<file path="src/rtl/rc_capture_sched_if.sv">
// Result stream and pulse/failsafe lines of the RC capture scheduler.
// master = the capture block (produces results), slave = the consumer side.
interface rc_capture_sched_if #(
    parameter int CHANNELS = 4,
    parameter int SIZE     = 32
);
    localparam int CW = $clog2(CHANNELS);

    logic [CHANNELS-1:0] pulse_in;
    logic                result_valid_out;
    logic                result_ready_in;
    logic [CW-1:0]       result_chan_out;
    logic [SIZE-1:0]     result_width_out;
    logic [CHANNELS-1:0] failsafe_out;

    modport master (
        input  pulse_in,
        input  result_ready_in,
        output result_valid_out,
        output result_chan_out,
        output result_width_out,
        output failsafe_out
    );

    modport slave (
        output pulse_in,
        output result_ready_in,
        input  result_valid_out,
        input  result_chan_out,
        input  result_width_out,
        input  failsafe_out
    );
endinterface

</file>
<file path="src/rtl/rc_capture_sched.sv">
// Multi-channel RC servo pulse capture: per-channel synchronizer, high-time
// counter, range check and signal-loss watchdog, followed by a round-robin
// scheduler that offers accepted widths one at a time on a valid/ready stream.
// The interface instance must use the same CHANNELS/SIZE as this module.
module rc_capture_sched #(
    parameter int CHANNELS  = 4,
    parameter int SIZE      = 32,
    parameter int SYSCLK    = 25000000,
    parameter int MIN_WIDTH = 25000,
    parameter int MAX_WIDTH = 50000,
    parameter int TIMEOUT   = 625000
) (
    input  logic                     clk_in,
    input  logic                     reset_in,
    rc_capture_sched_if.master       bus
);
    localparam int              CW    = $clog2(CHANNELS);
    localparam logic [SIZE-1:0] MIN_W = SIZE'(MIN_WIDTH);
    localparam logic [SIZE-1:0] MAX_W = SIZE'(MAX_WIDTH);
    localparam logic [SIZE-1:0] TO_W  = SIZE'(TIMEOUT);
    localparam logic [SIZE-1:0] SAT   = '1;

    // Reject nonsensical configurations at elaboration.
    if (CHANNELS < 2 || CHANNELS > 16 || SYSCLK <= 0 || MIN_WIDTH > MAX_WIDTH) begin : g_bad_cfg
        $error("rc_capture_sched: invalid parameter set");
    end

    logic [CHANNELS-1:0] pending;
    logic [CHANNELS-1:0] grant;
    logic [CHANNELS-1:0] failsafe;
    logic [SIZE-1:0]     hold [CHANNELS];

    // ------------------------------------------------------------------
    // Per-channel capture, range check and watchdog
    // ------------------------------------------------------------------
    for (genvar i = 0; i < CHANNELS; i++) begin : g_ch
        logic            sync1_q, sync2_q, prev_q;
        logic            rise, fall;
        logic            armed_q, armed_d;
        logic [SIZE-1:0] count_q, count_d;
        logic            acc_q, acc_d;
        logic [SIZE-1:0] accw_q;
        logic [SIZE-1:0] hold_q, hold_d;
        logic            pend_q, pend_d;
        logic [SIZE-1:0] wd_q, wd_d;
        logic            fs_q, fs_d;

        // Edge detection, width counting, range check and watchdog next state.
        // NOTE: every output gets a default first so no path leaves it unassigned and no latch is inferred.
        always_comb begin
            rise    = sync2_q & ~prev_q;
            fall    = ~sync2_q & prev_q;
            armed_d = armed_q;
            count_d = count_q;
            if (rise) begin
                count_d = SIZE'(1);
                armed_d = 1'b1;
            end else if (sync2_q && armed_q) begin
                if (count_q != SAT) count_d = count_q + SIZE'(1);
            end else if (fall && armed_q) begin
                armed_d = 1'b0;
            end

            // The range decision is registered; the accept takes effect one cycle later.
            acc_d = fall && armed_q && (count_q >= MIN_W) && (count_q <= MAX_W);

            // Newest accepted width wins; an accept outranks a coincident grant clear.
            hold_d = acc_q ? accw_q : hold_q;
            if (acc_q)         pend_d = 1'b1;
            else if (grant[i]) pend_d = 1'b0;
            else               pend_d = pend_q;

            // Accept outranks a timeout in the same cycle.
            wd_d = acc_q ? '0 : ((wd_q == SAT) ? wd_q : wd_q + SIZE'(1));
            if (acc_q)              fs_d = 1'b0;
            else if (wd_d >= TO_W)  fs_d = 1'b1;
            else                    fs_d = fs_q;
        end

        // Channel state registers; sync chain resets high so a line already high at release yields no edge.
        // NOTE: sequential state uses non-blocking assignments so all flops update from pre-edge values.
        // NOTE: the hold register is reset like every other flop here; it is a handful of flops, not a RAM.
        always_ff @(posedge clk_in or posedge reset_in) begin
            if (reset_in) begin
                sync1_q <= 1'b1;
                sync2_q <= 1'b1;
                prev_q  <= 1'b1;
                armed_q <= 1'b0;
                count_q <= '0;
                acc_q   <= 1'b0;
                accw_q  <= '0;
                hold_q  <= '0;
                pend_q  <= 1'b0;
                wd_q    <= '0;
                fs_q    <= 1'b1;
            end else begin
                sync1_q <= bus.pulse_in[i];
                sync2_q <= sync1_q;
                prev_q  <= sync2_q;
                armed_q <= armed_d;
                count_q <= count_d;
                acc_q   <= acc_d;
                accw_q  <= count_q;
                hold_q  <= hold_d;
                pend_q  <= pend_d;
                wd_q    <= wd_d;
                fs_q    <= fs_d;
            end
        end

        assign pending[i]  = pend_q;
        assign hold[i]     = hold_q;
        assign failsafe[i] = fs_q;
    end

    // ------------------------------------------------------------------
    // Round-robin result scheduler
    // ------------------------------------------------------------------
    typedef enum logic {S_IDLE, S_OFFER} state_t;

    state_t          state_q, state_d;
    logic [CW-1:0]   last_q, last_d;
    logic [CW-1:0]   chan_q, chan_d;
    logic [SIZE-1:0] width_q, width_d;
    logic            valid_q, valid_d;
    logic [CW-1:0]   sel, cand;
    logic            found;

    // Pick the first pending channel after the last granted one, wrapping around.
    always_comb begin
        found = 1'b0;
        sel   = '0;
        cand  = '0;
        for (int k = 1; k <= CHANNELS; k++) begin
            cand = CW'((int'(last_q) + k) % CHANNELS);
            if (!found && pending[cand]) begin
                found = 1'b1;
                sel   = cand;
            end
        end
    end

    // Scheduler state and offered-result registers.
    always_ff @(posedge clk_in or posedge reset_in) begin
        if (reset_in) begin
            state_q <= S_IDLE;
            last_q  <= CW'(CHANNELS - 1);
            chan_q  <= '0;
            width_q <= '0;
            valid_q <= 1'b0;
        end else begin
            state_q <= state_d;
            last_q  <= last_d;
            chan_q  <= chan_d;
            width_q <= width_d;
            valid_q <= valid_d;
        end
    end

    // Next state: offer whenever something is pending, return once the consumer takes it.
    always_comb begin
        state_d = state_q;
        case (state_q)
            S_IDLE:  if (found)                state_d = S_OFFER;
            S_OFFER: if (bus.result_ready_in)  state_d = S_IDLE;
            default:                           state_d = S_IDLE;
        endcase
    end

    // Outputs: load the granted channel in IDLE, hold it stable until accepted in OFFER.
    always_comb begin
        grant   = '0;
        last_d  = last_q;
        chan_d  = chan_q;
        width_d = width_q;
        valid_d = valid_q;
        if (state_q == S_IDLE && found) begin
            grant[sel] = 1'b1;
            last_d     = sel;
            chan_d     = sel;
            width_d    = hold[sel];
            valid_d    = 1'b1;
        end else if (state_q == S_OFFER && bus.result_ready_in) begin
            valid_d = 1'b0;
        end
    end

    assign bus.result_valid_out = valid_q;
    assign bus.result_chan_out  = chan_q;
    assign bus.result_width_out = width_q;
    assign bus.failsafe_out     = failsafe;
endmodule

</file>
<file path="src/flat_wrapper.sv">
// flat-port wrapper written by rule: the top's interface ports become plain ports
module rc_capture_sched_flat 
#(
    parameter int CHANNELS  = 4,
    parameter int SIZE      = 32,
    parameter int SYSCLK    = 25000000,
    parameter int MIN_WIDTH = 25000,
    parameter int MAX_WIDTH = 50000,
    parameter int TIMEOUT   = 625000
)
  (clk_in, reset_in, bus_pulse_in, bus_result_ready_in, bus_result_valid_out, bus_result_chan_out, bus_result_width_out, bus_failsafe_out);
  rc_capture_sched_if #(.CHANNELS(CHANNELS), .SIZE(SIZE)) bus_i ();
  input  logic clk_in;
  input  logic reset_in;
  input wire logic [$bits(bus_i.pulse_in)-1:0] bus_pulse_in;
  input wire logic [$bits(bus_i.result_ready_in)-1:0] bus_result_ready_in;
  output wire logic [$bits(bus_i.result_valid_out)-1:0] bus_result_valid_out;
  output wire logic [$bits(bus_i.result_chan_out)-1:0] bus_result_chan_out;
  output wire logic [$bits(bus_i.result_width_out)-1:0] bus_result_width_out;
  output wire logic [$bits(bus_i.failsafe_out)-1:0] bus_failsafe_out;
  assign bus_i.pulse_in = bus_pulse_in;
  assign bus_i.result_ready_in = bus_result_ready_in;
  assign bus_result_valid_out = bus_i.result_valid_out;
  assign bus_result_chan_out = bus_i.result_chan_out;
  assign bus_result_width_out = bus_i.result_width_out;
  assign bus_failsafe_out = bus_i.failsafe_out;
  rc_capture_sched #(.CHANNELS(CHANNELS), .SIZE(SIZE), .SYSCLK(SYSCLK), .MIN_WIDTH(MIN_WIDTH), .MAX_WIDTH(MAX_WIDTH), .TIMEOUT(TIMEOUT)) u_core (.clk_in(clk_in), .reset_in(reset_in), .bus(bus_i));
endmodule
</file>
<file path="config.mk">
export PLATFORM = sky130hd
export DESIGN_NAME = rc_capture_sched_flat
export DESIGN_NICKNAME = d
export VERILOG_FILES = /design/src/rtl/rc_capture_sched_if.sv /design/src/rtl/rc_capture_sched.sv /design/src/flat_wrapper.sv
export SDC_FILE = /design/constraint.sdc
export NUM_CORES = 1
export LEC_CHECK = 0
export CAP_MARGIN = 20
export CORE_AREA = 2 2 324 326
export DETAILED_ROUTE_END_ITERATION = 8
export DIE_AREA = 0 0 326 328
export HOLD_SLACK_MARGIN = 0.06
export PLACE_DENSITY = 0.36
export SLEW_MARGIN = 40
export SYNTH_ARGS = -nofsm -noshare
export SYNTH_HDL_FRONTEND = slang
export SYNTH_SLANG_ARGS = --single-unit
</file>
<file path="constraint.sdc">
create_clock -name clk_in -period 24.7 [get_ports clk_in]
set_clock_uncertainty 0.15 [all_clocks]
set_input_delay 3.705 -clock clk_in [delete_from_list [all_inputs] [get_ports clk_in]]
set_output_delay 3.705 -clock clk_in [all_outputs]
set_load 0.02 [all_outputs]
</file>
==> results of run 1 <==
==> worst max-delay path, delay by kind of cell <==
family | cells | cell delay [ns]
buffers and inverters | 6 | 3.19
==> metrics by stage <==
stage | power, mW | area, sq um
floorplan | 1.02 | 25600
global placement | 1.04 | 27600
detailed placement | 1.04 | 27600
CTS | 2.13 | 30000
global route | 2.17 | 30000
finish | 2.08 | 30000
==> power by group through the flow <==
stage,Sequential [mW],Combinational (mW),Clock [mW]
final,0.973,0.0451,1.06
after global routing,0.974,0.0542,1.14
after CTS,0.972,0.0477,1.11
after detailed placement,0.989,0.0475,0
after global placement,0.989,0.0464,0
after floorplan,0.984,0.0326,0
==> sequential cells by signal, summed over array words and instances (netlist names) <==
name,flops
u_core.bus.result_valid_out,1
u_core.g_ch.prev_q,4
u_core.g_ch.armed_q,4
u_core.g_ch.sync1_q,4
u_core.g_ch.acc_q,4
u_core.g_ch.fs_q,4
u_core.g_ch.accw_q,128
u_core.bus.result_chan_out,2
u_core.bus.result_width_out,32
u_core.g_ch.wd_q,128
u_core.state_q,1
u_core.g_ch.pend_q,4
u_core.last_q,2
u_core.g_ch.count_q,128
u_core.g_ch.sync2_q,4
u_core.g_ch.hold_q,128
==> metal layers <==
layer  wire [um]  GRT usage, %
met1       34800          19.2
met2       30700          19.9
met3        2290          2.21
met4        1250          3.54
met5           0             0
==> cell type report <==
class,count,share of cell area (%)
clock buffer,104,6.90
antenna,1,0.00833
inverter,35,0.479
tap,1380,5.75
multi-input combinational,1741,35.4
clock inverter,26,1.05
timing repair buffer,68,2.18
sequential,578,48.2
==> kinds of logic after synthesis <==
| group | count (synthesis) | share of synthesized area, % |
|---|---|---|
| flops | 578 | 56.5 |
| simple gates | 1115 | 21.2 |
| compound gates | 273 | 6.48 |
| mux | 135 | 5.91 |
| fa+ha+maj | 16 | 0.742 |
| buf+inv | 144 | 2.24 |
| xor+xnor | 202 | 6.90 |
==> cells in the final DEF (no fill, tap or decap), drive strengths merged, types with 48 or more instances in the layout <==
| master | netlist | final |
|---|---|---|
| and3 | 48 | 48 |
| o21ai | 117 | 117 |
| nor2 | 363 | 363 |
| mux2 | 130 | 130 |
| nand2 | 242 | 242 |
| dfrtp | 560 | 560 |
| nand4 | 75 | 75 |
| xnor2 | 86 | 86 |
| clkbuf | 72 | 105 |
| a21oi | 55 | 55 |
| nand3 | 139 | 139 |
| nor4 | 48 | 48 |
| xor2 | 116 | 116 |
==> final timing paths <==
| kind | endpoint | startpoint | slack [ns] |
|---|---|---|---|
| worst max-delay path | u_core.g_ch[3].accw_q[13] | reset_in | 18.15 |
| min in group asynchronous | u_core.g_ch[2].wd_q[23] | reset_in | 3.38 |
| worst min register to register | u_core.g_ch[0].sync2_q | u_core.g_ch[0].sync1_q | 0.21 |
| max in group clk_in | bus_failsafe_out[0] | u_core.g_ch[0].fs_q | 19.06 |
| worst max register to register | u_core.g_ch[1].fs_q | u_core.g_ch[1].wd_q[0] | 20.52 |
| worst min-delay path | u_core.g_ch[0].sync2_q | u_core.g_ch[0].sync1_q | 0.21 |
==> impl_metrics.json, run 1 <==
{
  "dieArea_sq_um": 107000,
  "p_switching_uw": 468,
  "cts.reportedPaths.clkPinSlew_ns": 0.05,
  "fillCellCount": 10700,
  "pre_cts_ws_ns": 16.83,
  "first_pass_iters": 5,
  "grt_usage_pct": 13.1,
  "cp_max_fo": 109,
  "synth_top_area_share_pct": 54.7,
  "endpoint_kind": "async pin",
  "ys_seq_area_share_pct": 56.5,
  "crit_required_ns": 25.22,
  "grt_first_pass_wirelength_mm": 111,
  "grt_max_degree": 110,
  "setup_viol": 0,
  "finalSetupTns_ns": 0,
  "numCtsBuffers": 71,
  "gp_congestion": 0.772,
  "overflow": 0,
  "syn_area_per_cell_sq_um": 10.4,
  "crit_path_top_delay_cell": "clkbuf_8",
  "yosysTopAreaCell": "dfrtp_1",
  "cp_cell_sequence": "clkdlybuf4s50_1 > clkinv_8 > buf_6 > buf_6 > buf_6 > clkbuf_8",
  "drive_gt1_share_pct": 12.9,
  "fin_cells": 3933,
  "wl_per_cell_um": 17.6,
  "ir_drop_mv": 0.0379,
  "worst_setup_path_start_kind": "primary input",
  "ff_latch_area_sq_um": 14500,
  "core_sq_um": 103000,
  "fin_crit_sh_pct": 26.5,
  "ys_ff_latch": 578,
  "synthCells": 2463,
  "netlist_area_sq_um": 25600,
  "initial_core_util_pct": 24.8,
  "synth_most_common_cell": "dfrtp_1",
  "rsz0062_at_grt": "no",
  "yosys_warnings": 0,
  "synthTopCellsByArea": "dfrtp_1 (55%), mux2_2 (5.7%), nor2_1 (5.3%)",
  "p_clk_share_pct": 51.0,
  "synth.distinct_cells": 78,
  "whs_ns": 0.206,
  "ant_nets": 0,
  "swShare_pct": 22.5,
  "clock_sinks": 578,
  "rows": 118,
  "cts_tree": "yes",
  "ctsResizeCount": 0,
  "ctsHoldBuffers": 0,
  "hpwl_mm": 46.0,
  "whs_path_depth": 0,
  "synth_ff_type": "dfrtp_1",
  "cp_slowest_stage_delay_ns": 0.65,
  "htreeDepth": 3,
  "viasPerCell": 4.62,
  "synth_edf_count": 0,
  "critPathKind": "primary input to async pin",
  "maxCapViolations": 0,
  "antenna_found_initial": 1,
  "synth_commonest_cells": "dfrtp_1 (560), nor2_1 (363), nand2_1 (241)",
  "cts_root_buf": "clkbuf_16",
  "arrival_ns": 7.07,
  "powerDensity_nw_per_um2": 69.1,
  "fmax_mhz": 153,
  "setup_ws_ns": 18.15,
  "io_pins": 46,
  "clock_latency_ns": 0.62,
  "seq_power_share_pct": 46.8,
  "dr_total_vias": 18200,
  "area_growth_pct": 17.2,
  "leakagePower_nw": 13.2,
  "syn_nets": 2482,
  "multi_input_area_sq_um": 10600,
  "final_util_pct": 29.1,
  "finalMaxSlewViolations": 0,
  "post-cts-setup-buffers": 0,
  "worstMarginPinSlew_ns": 0.801,
  "slew_headroom_pct": 46.6,
  "first_iter_violations": 1076,
  "die_height_um": 328,
  "clk_path_buf_depth": 3,
  "routed_wl_mm": 69.0,
  "min_period_ns": 6.55,
  "hold_path.class": "flip-flop to flip-flop",
  "reg2reg_depth": 10,
  "post-place-cells": 3802,
  "die_w_um": 326,
  "port_buffers": 45,
  "grt_pass1_vias": 18600,
  "status": "finished, final reports clean",
  "p_int_mw": 1.61,
  "async_flop_share_pct": 100,
  "finalHoldViolCount": 0,
  "drc_errors": 0,
  "crit_top_cell": "buf_6",
  "nets": 2514,
  "combPwrFrac_pct": 2.2
}
Power figures use the tool's default switching activity.
==> inputs of run 2 (changes only) <==
Clock period 24.7 ns to 6.79 ns, I/O delays scaled along.
==> impl_metrics.json, run 2 (synthesized netlist as in run 1, its figures left out) <==
{
  "viasPerCell": 4.54,
  "maxCapViolations": 0,
  "io_pins": 46,
  "clock_latency_ns": 0.61,
  "cp_max_fo": 16,
  "layout_common_cells": "dfrtp_1 (556), nor2_1 (363), nand2_1 (241)",
  "ant_nets": 0,
  "grt_usage_pct": 12.8,
  "leakagePower_nw": 13.3,
  "powerDensity_nw_per_um2": 255,
  "worstMarginPinSlew_ns": 0.763,
  "dr_wl_met3_mm": 2.05,
  "antenna_found_initial": 1,
  "clk_path_buf_depth": 3,
  "final_util_pct": 29.3,
  "routed_wl_mm": 68.0,
  "fmax_mhz": 252,
  "htreeDepth": 3,
  "wl_met1_mm": 35.0,
  "arrival_ns": 4.33,
  "wl_met2_mm": 29.4,
  "drc_errors": 0,
  "slew_headroom_pct": 49.1,
  "area_growth_pct": 17.8,
  "ctsResizeCount": 0,
  "worst_setup_path_start_kind": "flip-flop",
  "cts_root_buf": "clkbuf_16",
  "final_common_cell": "dfrtp_1",
  "whs_ns": 0.204,
  "wl_per_cell_um": 17.3,
  "die_w_um": 326,
  "critPathKind": "flip-flop to flip-flop",
  "hold_path.class": "flip-flop to flip-flop",
  "highest_layer": "met4",
  "finalMaxSlewViolations": 0,
  "power_mw": 7.71,
  "finalHoldViolCount": 0,
  "design_area_sq_um": 30200,
  "first_pass_iters": 5,
  "gp_congestion": 0.784,
  "rows": 118,
  "grt_max_degree": 147,
  "clock_sinks": 578,
  "rsz0062_at_grt": "no",
  "dr_total_vias": 17800,
  "status": "finished, final reports clean",
  "core_sq_um": 103000,
  "postPlaceCellArea_sq_um": 27700,
  "grt_first_pass_wirelength_mm": 109,
  "cts.reportedPaths.clkPinSlew_ns": 0.06,
  "port_buffers": 45,
  "grt_pass1_vias": 18300,
  "first_iter_violations": 1025,
  "fin_crit_sh_pct": 58.3,
  "overflow": 0,
  "crit_required_ns": 7.15,
  "initial_core_util_pct": 24.8,
  "endpoint_kind": "flip-flop",
  "setup_viol": 0,
  "pre_cts_ws_ns": 2.89,
  "antenna_cells": 0,
  "numCtsBuffers": 71,
  "nets": 2512,
  "min_period_ns": 3.96,
  "drive_gt1_share_pct": 13.0,
  "cts_tree": "yes",
  "ctsHoldBuffers": 0,
  "setup_ws_ns": 2.83,
  "hpwl_mm": 45.3,
  "post-cts-setup-buffers": 0,
  "die_height_um": 328,
  "dieArea_sq_um": 107000,
  "ir_drop_mv": 0.138
}
-- run 2: per-stage QoR --
step           cells  setup TNS (ns)
3_3_place_gp    3797               0
3_5_place_dp    3799               0
2_1_floorplan   2463        -1254.54
5_1_grt         3925               0
4_1_cts         3924               0
6_report        3925               0
-- run 2: layer usage --
metal / global-route usage, % / vias to the layer above
met2: 19.1 / 206
met5: 0 / -
met1: 19.1 / 8890
met4: 4.15 / 0
li1: - / 8648
met3: 1.90 / 89
-- run 2: worst paths after layout --
check,to,slack [ns],cells past startpoint,start
setup reg to reg,u_core.g_ch[1].fs_q,2.83,10,u_core.g_ch[1].wd_q[0]
max in group asynchronous,u_core.g_ch[1].acc_q,4.60,4,reset_in
setup / recovery,u_core.g_ch[1].fs_q,2.83,10,u_core.g_ch[1].wd_q[0]
hold reg to reg,u_core.g_ch[3].sync2_q,0.20,0,u_core.g_ch[3].sync1_q
min in group asynchronous,u_core.g_ch[0].count_q[26],0.64,2,reset_in
hold / removal,u_core.g_ch[3].sync2_q,0.20,0,u_core.g_ch[3].sync1_q
-- run 2: worst max-delay path: stages (launching register included) --
cell       delay [ns]
dfrtp_1          0.41
ha_1             0.20
and3_1           0.32
and4_1           0.53
nand3_1          0.61
and4b_1          0.43
xnor2_1          0.17
a21boi_1         0.23
o31ai_1          0.10
a2111oi_0        0.55
o22ai_1          0.13
-- run 2: report_power, final --
part	total (mW)	switching (mW)	leakage, nW	internal, mW
combinational	0.170	0.122	4.16	0.0480
clock	4.00	1.52	1.22	2.47
sequential	3.54	0.0527	7.91	3.49
total	7.71	1.70	13.3	6.01
-- run 2: area by class of cell --
cell class / count / area, sq um
Tap cell: 1380 / 1730
Sequential cell: 578 / 14500
Timing Repair Buffer: 66 / 729
Multi-Input combinational cell: 1741 / 10600
Clock buffer: 98 / 2110
Inverter: 35 / 135
Fill cell: 10600 / 73000
Clock inverter: 27 / 362
==> inputs of run 3 (changes only) <==
Clock period 6.79 ns to 4.05 ns, I/O delays scaled along.
==> impl_metrics.json, run 3 (synthesized netlist as in run 1, its figures left out) <==
{
  "worstMarginPinSlew_ns": 0.793,
  "numCtsBuffers": 71,
  "arrival_ns": 3.83,
  "die_w_um": 326,
  "worstReg2RegEnd": "u_core.g_ch[1].fs_q",
  "cts.reportedPaths.clkPinSlew_ns": 0.06,
  "cp_max_fo": 15,
  "critPathKind": "flip-flop to flip-flop",
  "ctsResizeCount": 0,
  "cp_cell_sequence": "ha_1 > and3_1 > and4_1 > nand3_1 > buf_4 > and3_1 > a211oi_1 > o31ai_1 > a2111oi_0 > o22ai_1",
  "htreeDepth": 3,
  "finalHoldViolCount": 0,
  "critPathBufInv": 1,
  "area_growth_pct": 17.8,
  "grt_pass1_vias": 18500,
  "overflow": 0,
  "ir_drop_mv": 0.298,
  "crit_path_start": "u_core.g_ch[1].wd_q[0]",
  "fin_crit_sh_pct": 86.0,
  "setup_viol": 0,
  "endpoint_kind": "flip-flop",
  "clock_sinks": 578,
  "core_sq_um": 103000,
  "critPathCapture": "u_core.g_ch[1].fs_q",
  "first_iter_violations": 1114,
  "drive_gt1_share_pct": 13.5,
  "clock_latency_ns": 0.61,
  "leakagePower_nw": 13.3,
  "cp_slowest_stage_delay_ns": 0.69,
  "ctsHoldBuffers": 0,
  "cp_top_family": "simple AND/OR/NAND/NOR gates",
  "antenna_found_initial": 0,
  "fillCellCount": 10700,
  "rows": 118,
  "gp_congestion": 0.799,
  "finalMaxSlewViolations": 0,
  "r2r_start": "u_core.g_ch[1].wd_q[0]",
  "final_common_cell": "dfrtp_1",
  "hold_path.class": "flip-flop to flip-flop",
  "powerDensity_nw_per_um2": 415,
  "worst_setup_path_start_kind": "flip-flop",
  "viasPerCell": 4.56,
  "maxCapViolations": 0,
  "fmax_mhz": 287,
  "port_buffers": 45,
  "crit_required_ns": 4.40,
  "rsz0062_at_grt": "no",
  "cts_tree": "yes",
  "io_pins": 46,
  "die_height_um": 328,
  "crit_top_cell": "and3_1",
  "grt_max_degree": 119,
  "clk_path_buf_depth": 3,
  "initial_core_util_pct": 24.8,
  "whs_ns": 0.201,
  "crit_path_top_delay_cell": "a2111oi_0",
  "min_period_ns": 3.48,
  "hpwl_mm": 46.8,
  "final_util_pct": 29.3,
  "wl_per_cell_um": 17.1,
  "dieArea_sq_um": 107000,
  "post-cts-setup-buffers": 0,
  "dr_total_vias": 18000,
  "grt_first_pass_wirelength_mm": 109,
  "crit_cells": 10,
  "drc_errors": 0,
  "nets": 2533,
  "ant_nets": 0,
  "slew_headroom_pct": 46.8,
  "status": "finished, final reports clean",
  "cts_root_buf": "clkbuf_16",
  "reg2reg_depth": 10,
  "routed_wl_mm": 67.5,
  "first_pass_iters": 5,
  "grt_usage_pct": 12.8,
  "r2r_setup_slack_ns": 0.57,
  "layout_common_cells": "dfrtp_1 (556), nor2_1 (363), nand2_1 (241)"
}
run 3: cell type report:
cell class                      count  area [sq um]  area share, %
Sequential cell                   578         14500           48.0
Multi-Input combinational cell   1741         10600           35.2
Clock buffer                      104          2120           7.03
Tap cell                         1380          1730           5.72
Timing Repair Buffer               87           861           2.85
Clock inverter                     24           236          0.783
Inverter                           35           135          0.448
Antenna cell                        2          5.00         0.0166
run 3: report_power, final:
| part | switching [mW] | leakage, nW | internal (mW) |
|---|---|---|---|
| Combinational | 0.204 | 4.26 | 0.0792 |
| Clock | 2.54 | 1.16 | 3.78 |
| Sequential | 0.0882 | 7.91 | 5.85 |
run 3: worst min path at each step:
stage               depth (start not counted)                endpoint  slack, ns                    from
floorplan                                   0  u_core.g_ch[0].sync2_q       0.20  u_core.g_ch[0].sync1_q
global placement                            0  u_core.g_ch[0].sync2_q       0.20  u_core.g_ch[0].sync1_q
detailed placement                          0  u_core.g_ch[1].sync2_q       0.20  u_core.g_ch[1].sync1_q
CTS                                         0  u_core.g_ch[3].sync2_q       0.20  u_core.g_ch[3].sync1_q
global route                                0  u_core.g_ch[3].sync2_q       0.21  u_core.g_ch[3].sync1_q
finish                                      0  u_core.g_ch[3].sync2_q       0.20  u_core.g_ch[3].sync1_q
run 3: worst reg2reg max path, stage by stage (launching register included):
cell and delay [ns]:
dfrtp_1 0.41, ha_1 0.20, and3_1 0.31, and4_1 0.52
nand3_1 0.16, buf_4 0.23, and3_1 0.24, a211oi_1 0.22
o31ai_1 0.10, a2111oi_0 0.69, o22ai_1 0.16
run 3: through the flow:
step | worst slack (ns) | total power [mW] | instances | setup TNS (ns) | area [sq um]
floorplan | -4.57 | 6.20 | 2463 | -2600.70 | 25600
global placement | 0.659 | 6.34 | 3820 | 0 | 27800
detailed placement | 0.624 | 6.34 | 3821 | 0 | 27800
CTS | 0.607 | 12.9 | 3949 | 0 | 30200
global route | 0.318 | 13.1 | 3949 | 0 | 30200
finish | 0.567 | 12.5 | 3951 | 0 | 30200
run 3: layer usage:
layer	vias to the layer above	share of wire, %	track usage, %
li1	8699	-	-
met1	8968	51	18.8
met2	242	44	19.1
met3	93	3.1	1.88
met4	0	2.2	4.07
met5	-	0	0
